[config.mk]
export PLATFORM = sky130hd
export DESIGN_NAME = pc_fetch_sequencer
export DESIGN_NICKNAME = d
export VERILOG_FILES = /design/src/rtl/mips_pkg.sv /design/src/rtl/fetch_buffer.sv /design/src/rtl/pc_fetch_sequencer.sv
export SDC_FILE = /design/constraint.sdc
export NUM_CORES = 1
export LEC_CHECK = 0
export CORE_MARGIN = 5
export CORE_UTILIZATION = 30
export DETAILED_ROUTE_END_ITERATION = 16
export SKIP_CTS_REPAIR_TIMING = 1
export SLEW_MARGIN = 20
export SYNTH_ARGS = -nofsm -noshare
export SYNTH_HDL_FRONTEND = slang
export SYNTH_SLANG_ARGS = --single-unit
[constraint.sdc]
create_clock -name clk -period 3.45 [get_ports clk]
set_input_delay 0.69 -clock clk [delete_from_list [all_inputs] [get_ports clk]]
set_output_delay 0.69 -clock clk [all_outputs]
set_load 0.05 [all_outputs]
[src/rtl/mips_pkg.sv]
// mips_pkg: shared fetch-stage constants and state encodings
package mips_pkg;
    localparam logic [31:0] RESET_PC_DEF = 32'h0000_3000;
    localparam logic [31:0] NOP = 32'h0000_0000;
    typedef enum logic [1:0] {IDLE = 2'd0, FETCH = 2'd1, HOLD = 2'd2} fetch_state_t;
endpackage

[src/rtl/fetch_buffer.sv]
// fetch_buffer: one-entry ins/pc4 holding register for a stalled fetch
module fetch_buffer import mips_pkg::*; (
    input  logic        clk,
    input  logic        reset_n,
    input  logic        load,
    input  logic        clear,
    input  logic [31:0] ins_in,
    input  logic [31:0] pc4_in,
    output logic [31:0] ins,
    output logic [31:0] pc4,
    output logic        valid
);
    always_ff @(posedge clk or negedge reset_n) begin
        if (!reset_n) begin
            ins   <= NOP;
            pc4   <= '0;
            valid <= 1'b0;
        end else if (load) begin
            ins   <= ins_in;
            pc4   <= pc4_in;
            valid <= 1'b1;
        end else if (clear) begin
            valid <= 1'b0;
        end
    end
endmodule

[src/rtl/pc_fetch_sequencer.sv]
// pc_fetch_sequencer: fetch-stage PC, IM req/ack sequencing, delay-slot redirects
module pc_fetch_sequencer import mips_pkg::*; #(
    parameter logic [31:0] RESET_PC = RESET_PC_DEF
) (
    input  logic        clk,
    input  logic        reset_n,
    input  logic        stall,
    input  logic        change,
    input  logic [31:0] pc_new,
    output logic        imem_req,
    output logic [31:0] imem_addr,
    input  logic        imem_ack,
    input  logic [31:0] imem_rdata,
    output logic [31:0] ins_F,
    output logic [31:0] pc4_F,
    output logic        valid_F,
    output logic        misalign
);
    fetch_state_t state;
    logic [31:0] pc, redir_pc, buf_ins, buf_pc4;
    logic        redir_pending, buf_valid;
    logic        fetch_ack, take, redirect, capture;
    logic [31:0] pc4, aligned, next_pc;

    assign pc4       = pc + 32'd4;
    assign aligned   = {pc_new[31:2], 2'b00};
    assign fetch_ack = (state == FETCH) && imem_ack;
    assign take      = !stall && (fetch_ack || state == HOLD);
    assign redirect  = change && !stall;
    // a redirect seen before its delay slot is delivered waits here; first target wins
    assign capture   = redirect && !redir_pending && !take;
    assign next_pc   = redir_pending ? redir_pc : redirect ? aligned : pc4;

    assign imem_req  = (state == FETCH);
    assign imem_addr = pc;
    assign valid_F   = fetch_ack || (state == HOLD && buf_valid);
    assign ins_F     = fetch_ack ? imem_rdata : (state == HOLD) ? buf_ins : NOP;
    assign pc4_F     = fetch_ack ? pc4 : (state == HOLD) ? buf_pc4 : '0;

    fetch_buffer u_buf (
        .clk    (clk),
        .reset_n(reset_n),
        .load   (fetch_ack && stall),
        .clear  (state == HOLD && !stall),
        .ins_in (imem_rdata),
        .pc4_in (pc4),
        .ins    (buf_ins),
        .pc4    (buf_pc4),
        .valid  (buf_valid)
    );

    always_ff @(posedge clk or negedge reset_n) begin
        if (!reset_n) begin
            state         <= IDLE;
            pc            <= RESET_PC;
            redir_pending <= 1'b0;
            redir_pc      <= '0;
            misalign      <= 1'b0;
        end else begin
            if (take) begin
                pc            <= next_pc;
                redir_pending <= 1'b0;
            end else if (capture) begin
                redir_pending <= 1'b1;
                redir_pc      <= aligned;
            end
            if (redirect && |pc_new[1:0])
                misalign <= 1'b1;
            state <= (state == IDLE) ? FETCH :
                     (fetch_ack && stall) ? HOLD :
                     (state == HOLD && !stall) ? FETCH : state;
        end
    end
endmodule
Yosys cells after proc, flatten, opt, wreduce, memory -nomap -nowiden
Index checks and enable logic that the tools add are counted.
Widths: inputs -> output; s select.
{ "totals": {"register_bits": 131, "inputBits": 69, "out_inout_bits": 99, "wordCells": 45} }
{ "op_classes": {"add_sub_neg": 1, "n_eq_ne": 2, "mux": 13, "bitwise_logic": 1, "n_reduce_logical": 20} }
{ "op_table": {"columns": ["op", "n"], "rows": [
  ["$mux 32", 6],
  ["$add 32x3->32 const B", 1],
  ["$logic_and 1x1->1", 9],
  ["$mux 2", 3],
  ["$mux 1", 4],
  ["$reduce_bool 2->1", 2],
  ["$logic_not 1->1", 3],
  ["$reduce_bool 3->1", 1],
  ["$eq 2x1->1 const B", 1],
  ["$eq 2x2->1 const B", 1],
  ["$logic_not 2->1", 1],
  ["$logic_or 1x1->1", 2],
  ["$reduce_and 2->1", 1],
  ["$reduce_or 2->1", 1],
  ["$not 1->1", 1]
]} }

Depth between registers and ports, before layout
Gate-level depths: netlist of run 1.
{ "logic_depth": {"depth_word": 8, "ltp_mapped": 9, "depth_no_buf": 6} }

Cells and area by module
Synthesis of run 1 repeated with hierarchy kept, for this count alone.
{ "hier_totals": {"hier_cells": 640, "hier_area_um2": 7235.7} }
{ "modules_own_cells": {"columns": ["module", "instances", "cells_per_inst", "area_per_inst_um2", "seq_area_each_um2"], "rows": [
  ["pc_fetch_sequencer", 1, 502, 4620.7, 1604.0],
  ["fetch_buffer", 1, 138, 2615.0, 1626.6]
]} }

Least setup slack after synthesis of run 1
No wires, ideal clock.
{ "synth_timing": {"kind": "reg-to-output", "startpoint": "register pc[2], in the netlist imem_addr[2]", "endpoint": "output port pc4_F[18]", "arrival_time_ps": 3056, "t_required_ps": 2760, "path_slack_ps": -296, "stages_incl_launch_ff": 7, "n_path_buf": 0, "path_cell_list": "dfrtp_1 ha_1 and4_1 nand4_1 or3_1 xor2_1 o21ai_0"} }
{ "synth_between": {"elab_chain_cells": 2} }
{ "synth_lines": {"columns": ["element", "line", "rtl"], "rows": [
  ["start, declared", "pc_fetch_sequencer.sv:20", "logic [31:0] pc, redir_pc, buf_ins, buf_pc4;"],
  ["start signal, assigned", "pc_fetch_sequencer.sv:61", "pc <= next_pc;"],
  ["$add 32x3->32", "pc_fetch_sequencer.sv:25", "assign pc4 = pc + 32'd4;"],
  ["$mux 32", "pc_fetch_sequencer.sv:38", "assign pc4_F = fetch_ack ? pc4 : (state == HOLD) ? buf_pc4 : '0;"],
  ["end, declared", "pc_fetch_sequencer.sv:15", "output logic [31:0] pc4_F,"]
]} }
No other way between the ends.

Final worst setup path of run 1
{ "layout_timing": {"startpoint": "register pc[12], in the netlist imem_addr[12]", "endpoint": "output port pc4_F[28]"} }
Same word-level chain as after synthesis.

==> impl_metrics.csv, run 1 <==
group,metric,value,unit
cells_and_area,diodes,0,
routing,vias,5642,
critical_path,critPathLaunchType,"flop",
critical_path,rrSetupSlack,1.27,ns
routing,drc_errors,0,
global_route,grt.total_usage,0.158,
pwr,power_leakage,3.99,nW
clock_tree,clock_path_buffers,2,
global_route,antenna_found_initial,0,
timing,max_freq,0.300,GHz
floorplanning,die_x,160,um
floorplanning,coreArea,21900,um2
routing,drtAntennaViolNets,0,
pwr,fin_total_pwr,0.00797,W
global_route,grt_pass1_wl,32200,um
clock_tree,path_clk_slew,0.06,ns
pwr,switching_share,0.407,
pwr,seqPwrFrac,0.346,
clock_tree,root_buffer,"clkbuf_16",
global_route,grt_pass1_vias,5541,
synth,synth_async_sr_flop_share,1.00,
critical_path,crit_required,2.76,ns
floorplanning,row_count,54,
clock_tree,clk_latency,0.42,ns
routing,wl_met2,9220,um
synth,synth_ff_type,"dfrtp_1",
synth,synth_area_leaders,"dfrtp_1 (47%), mux2_2 (10%), o21ai_0 (6.6%)",
job,max_cap_viol_count,0,
placement,dp.cells,1093,
synth,syn_inst,690,
placement,hpwlAfterDp,14800,um
clock_tree,htree_levels,4,
pwr,ir_drop,0.331,mV
clock_tree,cts_made_buffers,17,
cells_and_area,syn2layout_area_growth,47.7,%
synth,synth.avg_cell_area,9.72,um2
status,status,"completed",
hold_path,hp-class,"input pin to asynchronous set/reset pin",
timing,relSlewSlack,0.398,
clock_tree,cts.sinks,127,
routing,initialDrtViolationCount,399,
floorplanning,dieArea,25500,um2
cells_and_area,drive_gt1_frac,0.232,
critical_path,slowest_stage,"dfstp_2",
floorplanning,initial_core_util,0.307,
critical_path,path_class,"flop to output pin",
synth,synth-edff-count,0,
critical_path,cp-end-kind,"output pin",
pwr,power-per-cell-area,805,nW/um2
placement,portBuffers,163,
cells_and_area,stdcell_count,1125,
timing,finalMaxSlewViolations,0,
timing,hold_slack,0.118,ns
routing,route.met3.wl,1070,um
synth,seq_area_frac_synth,0.474,
routing,wl,20100,um
routing,drt-pass1-iter-count,5,
synth,syn_area,6710,um2
critical_path,r2r_cells,6,
global_route,grt_max_degree,77,
cells_and_area,nets,902,
pwr,p_comb_frac,0.430,
critical_path,cp_max_fo,7,
pwr,clkPwrFrac,0.224,
timing,skew,0.00932,ns
synth,ys_seq_elements,127,
routing,highest_layer,"met4",
floorplanning,die_height,160,um
pwr,p_int,0.00473,W
routing,drt-vias-per-instance,5.02,
routing,routedWlPerCell,17.9,um
floorplanning,ios,168,
timing,fin_crit,3.33,ns
timing,setup_viol,0,
critical_path,worstPathCellList,"nand4_4 > or4_4 > nor4_4 > xnor2_1 > o21ai_1 > buf_12",
placement,gp_congestion,0.816,
clock_tree,tritoncts,"done",
synth,synth_top_area_frac,0.466,
timing,worst_pin_slew,0.900,ns
timing,fin_crit_sh,0.965,
critical_path,crit_arrival,2.64,ns
global_route,grt_overflow,0,
pwr,switchingPower,0.00325,W
synth,yosysTopAreaCell,"dfrtp_1",
routing,wl_met1,9560,um
synth,yosys_warnings,0,
timing,hold_violations,0,
critical_path,critPathMaxStageDelay,0.61,ns
synth,ys_types,55,
-- per-layer routing --
metal,vias up,global-route usage
li1,2770,-
met1,2700,0.222
met2,154,0.238
met3,18,0.0432
met4,0,0.0450
met5,-,0
-- through the flow --
stage          TNS (ns)  area (um2)  utilization  setup WS (ns)
6_report              0        9910        0.453          0.122
5_1_grt        -0.00721        9910        0.453       -0.00721
4_1_cts         -0.0139        9850        0.450        -0.0139
3_5_place_dp          0        9260        0.423          0.439
3_3_place_gp          0        9260        0.423          0.496
2_1_floorplan         0        6720            -      0.0000866
-- path summary, 6_finish.rpt --
kind,startpoint,end
hold reg to reg,misalign,misalign
hold / removal,reset_n,misalign
max in group asynchronous,reset_n,imem_addr[13]
setup reg to reg,imem_addr[3],imem_addr[20]
setup / recovery,imem_addr[12],pc4_F[28]
min in group clk,misalign,misalign
-- critical path: cells and delay by family, from the launching register on --
kind,cells,cell delay [ns]
flip-flops,1,0.61
buffers and inverters,1,0.17
AO/OA/AOI/OAI,1,0.22
XOR/XNOR,1,0.13
AND/OR/NAND/NOR,3,1.10
-- power by group through the flow --
stage               clock network, W  registers, W  logic [W]
floorplan                          0       0.00315    0.00169
global placement                   0       0.00274    0.00340
detailed placement                 0       0.00277    0.00343
CTS                          0.00182       0.00275    0.00344
global route                 0.00190       0.00286    0.00368
finish                       0.00179       0.00276    0.00343
-- logic make-up (layout without fill, tap and decap cells) --
kind of cell	after synthesis	after routing	share of synthesized area
AOI/OAI and AO/OA	206	206	0.193
and+or+nand+nor	194	194	0.144
DFF	127	127	0.474
buffers and inverters	69	221	0.0425
muxes	64	64	0.107
xor gates and xnor gates	28	28	0.0365
adders and majority gates	1	1	0.00186
other	1	4	0.000559
-- placed cells by master, fill, tap and decap left out, types with 6 or more instances in the layout --
| cell type | n |
|---|---|
| nor3b_1 | 12 |
| o31a_1 | 8 |
| nand2_1 | 100 |
| o21ai_0 | 70 |
| nand4_1 | 11 |
| buf_4 | 15 |
| nand3_1 | 6 |
| nor2_1 | 22 |
| buf_12 | 66 |
| clkbuf_16 | 17 |
| xor2_1 | 8 |
| mux2_2 | 62 |
| xnor2_1 | 18 |
| a21oi_1 | 36 |
| a22o_1 | 38 |
| o22ai_1 | 7 |
| inv_1 | 9 |
| clkdlybuf4s50_1 | 99 |
| o21ai_1 | 20 |
| dfrtp_1 | 124 |
-- Yosys cell counts, drive strengths merged, types with 3 or more instances --
library cell / count
o2bb2ai: 5
o31ai: 3
nand2b: 3
o22ai: 7
nor3: 6
nor3b: 12
clkbuf: 42
a21oi: 36
xor2: 8
nor2b: 3
nand4: 13
mux2: 63
xnor2: 20
a221oi: 4
inv: 9
nor2: 24
a22o: 38
buf: 18
o21ai: 91
nand2: 101
a211oi: 3
nand3b: 5
and3: 5
a21o: 3
nor4: 8
and2: 3
o31a: 8
dfrtp: 125
nand3: 7
-- final cells by class --
type | instances | area [um2]
inverters | 9 | 33.8
clock inverters | 13 | 139
well taps | 280 | 350
fillers | 2096 | 12000
flip-flops and latches | 127 | 3180
clock buffers | 19 | 453
repair buffers | 180 | 2420
multi-input cells | 497 | 3330
-- state kept, by name (all words and copies together) (netlist names) --
| name | flops |
|---|---|
| u_buf.ins | 32 |
| imem_addr | 30 |
| redir_pc | 30 |
| u_buf.pc4 | 30 |
| state | 2 |
| misalign | 1 |
| redir_pending | 1 |
| u_buf.valid | 1 |
Power figures use the tool's default switching activity.
==> run 2, diff against run 1 <==
Settings changed: CTS_CLUSTER_SIZE set to 30, SKIP_CTS_REPAIR_TIMING 1 to not set, SLEW_MARGIN 20 to not set.
==> results of run 2 <==
Final layout, timing and power as in run 1 (identical DEF).
==> run 3, diff against run 2 <==
Settings changed: CORE_ASPECT_RATIO set to 1.25, TNS_END_PERCENT set to 50.
==> run 3 against run 2 <==
Net effect:
- fmax decreased by 0.28%
- clock power increased by 8%
- routed wire length decreased by 1.7%
- total power increased by 1.2%
- non-clock buffer count decreased by 3
- die area about the same
- worst setup slack got worse by 0.0092 ns
- flip-flop and latch count unchanged
- combinational power decreased by 4%
==> impl_metrics.csv, run 3 (same netlist as run 1, synthesis figures left out) <==
group,metric,value,unit
cells_and_area,fill_cells,2048,
pwr,ir_drop,0.403,mV
timing,rsz0062_at_grt,"yes",
floorplanning,row_count,61,
cells_and_area,diodes,0,
timing,hold_violations,0,
clock_tree,hold_buffers,0,
timing,worst_pin_slew,1.10,ns
clock_tree,cts_made_buffers,17,
critical_path,critPathMaxStageDelay,0.63,ns
cells_and_area,stdcell_count,1125,
placement,dpl_worst_slack,0.460,ns
cells_and_area,multiInputGateArea,3300,um2
cells_and_area,layout_commonest_cell,"dfrtp_1",
routing,routedWlPerCell,17.6,um
clock_tree,clock_path_buffers,2,
routing,drt-pass1-iter-count,7,
global_route,grt_pass1_wl,31100,um
placement,gp_congestion,0.932,
timing,max_freq,0.300,GHz
critical_path,critPathLaunchType,"flop",
timing,skew,0.00874,ns
pwr,power_leakage,3.96,nW
global_route,grt_overflow,0,
status,status,"completed",
routing,drc_errors,0,
hold_path,hp-class,"input pin to asynchronous set/reset pin",
routing,initialDrtViolationCount,290,
timing,fin_crit,3.34,ns
timing,fin_crit_sh,0.967,
timing,finalMaxSlewViolations,0,
cells_and_area,largest_reg_flops,32,
clock_tree,tritoncts,"done",
routing,drtAntennaViolNets,0,
clock_tree,root_buffer,"clkbuf_16",
cells_and_area,top_register,"u_buf.ins",
clock_tree,postCtsSetupRepairBufs,0,
critical_path,crit_required,2.76,ns
timing,layout_setup_ws,0.113,ns
critical_path,cp-end-kind,"output pin",
critical_path,slowest_stage,"dfstp_2",
global_route,antenna_found_initial,0,
clock_tree,path_clk_slew,0.06,ns
cells_and_area,seqCellArea,3180,um2
placement,hpwlAfterDp,14200,um
floorplanning,coreArea,22100,um2
routing,wl,19800,um
clock_tree,htree_levels,4,
routing,drt-vias-per-instance,5.09,
cells_and_area,drive_gt1_frac,0.227,
critical_path,worstPathCellList,"nand4_4 > or4_4 > nor3_2 > xnor2_1 > o21ai_1 > buf_12",
critical_path,crit_arrival,2.65,ns
placement,portBuffers,163,
global_route,grt_max_degree,92,
floorplanning,die_height,177,um
timing,fin_tns_setup,0,ns
critical_path,path_class,"flop to output pin",
global_route,grt_pass1_vias,5437,
pwr,power-per-cell-area,814,nW/um2
timing,relSlewSlack,0.262,
routing,vias,5730,
cells_and_area,final_cell_mix,"dfrtp_1 (122), nand2_1 (100), clkdlybuf4s50_1 (99), o21ai_0 (78), buf_12 (66)",
cells_and_area,nets,899,
critical_path,cp_max_fo,7,
timing,setup_viol,0,
cells_and_area,syn2layout_area_growth,47.7,%
job,max_cap_viol_count,0,
global_route,grt.total_usage,0.156,
floorplanning,ios,168,
clock_tree,cts.sinks,127,
clock_tree,clk_latency,0.42,ns
placement,dp.cells,1093,
floorplanning,initial_core_util,0.303,
floorplanning,die_x,144,um
floorplanning,dieArea,25500,um2
==> run 3: per-stage QoR <==
step / instance area [um2] / utilization / total power (W) / hold WS [ns]
floorplan: 6720 / - / 0.00484 / 0.394
global placement: 9240 / 0.417 / 0.00609 / 0.461
detailed placement: 9240 / 0.417 / 0.00616 / 0.469
CTS: 9890 / 0.447 / 0.00812 / 0.334
global route: 9910 / 0.448 / 0.00851 / 0.367
finish: 9910 / 0.448 / 0.00807 / 0.305
==> run 3: report_power, final <==
group          total (W)  leakage, nW  internal [W]  switching (W)
Combinational    0.00330         2.11       0.00142        0.00188
Sequential       0.00283         1.55       0.00219       0.000647
Clock            0.00193        0.298       0.00126       0.000664
Total            0.00807         3.96       0.00488        0.00319
==> run 3: worst max-delay path: cells and delay by family, from the launching register on <==
kind | cells | cell delay (ns)
flip-flops | 1 | 0.63
AO/OA/AOI/OAI | 1 | 0.26
buffers and inverters | 1 | 0.18
XOR/XNOR | 1 | 0.12
AND/OR/NAND/NOR | 3 | 1.02
==> run 3: area by class of cell <==
class	count	area share
Clock buffer	22	0.0479
Clock inverter	10	0.0162
Inverter	9	0.00341
Multi-Input combinational cell	497	0.333
Sequential cell	127	0.321
Tap cell	283	0.0357
Timing Repair Buffer	177	0.242
==> run 3: final timing paths <==
path	cells past startpoint	endpoint	slack (ns)	start
max	6	pc4_F[26]	0.11	imem_addr[12]
min	1	u_buf.pc4[25]	0.30	reset_n
max reg2reg	3	imem_addr[31]	1.18	redir_pending
min reg2reg	1	misalign	0.47	misalign
max in group asynchronous	2	imem_addr[2]	2.22	reset_n
min in group clk	1	misalign	0.47	misalign
==> run 3: routing by layer <==
metal | wire, um | up-vias | share of wire | global-route usage
met4 | 410 | 0 | 0.021 | 0.0561
met1 | 8890 | 2757 | 0.45 | 0.211
met2 | 9360 | 187 | 0.47 | 0.247
li1 | - | 2758 | - | -
met3 | 1150 | 28 | 0.058 | 0.0330
met5 | 0 | - | 0 | 0
==> run 3: what timing repair did <==
item                                    CTS  global route
resized for setup                         2             9
endpoints found under the setup margin    3            12
pin swaps                                 0             1
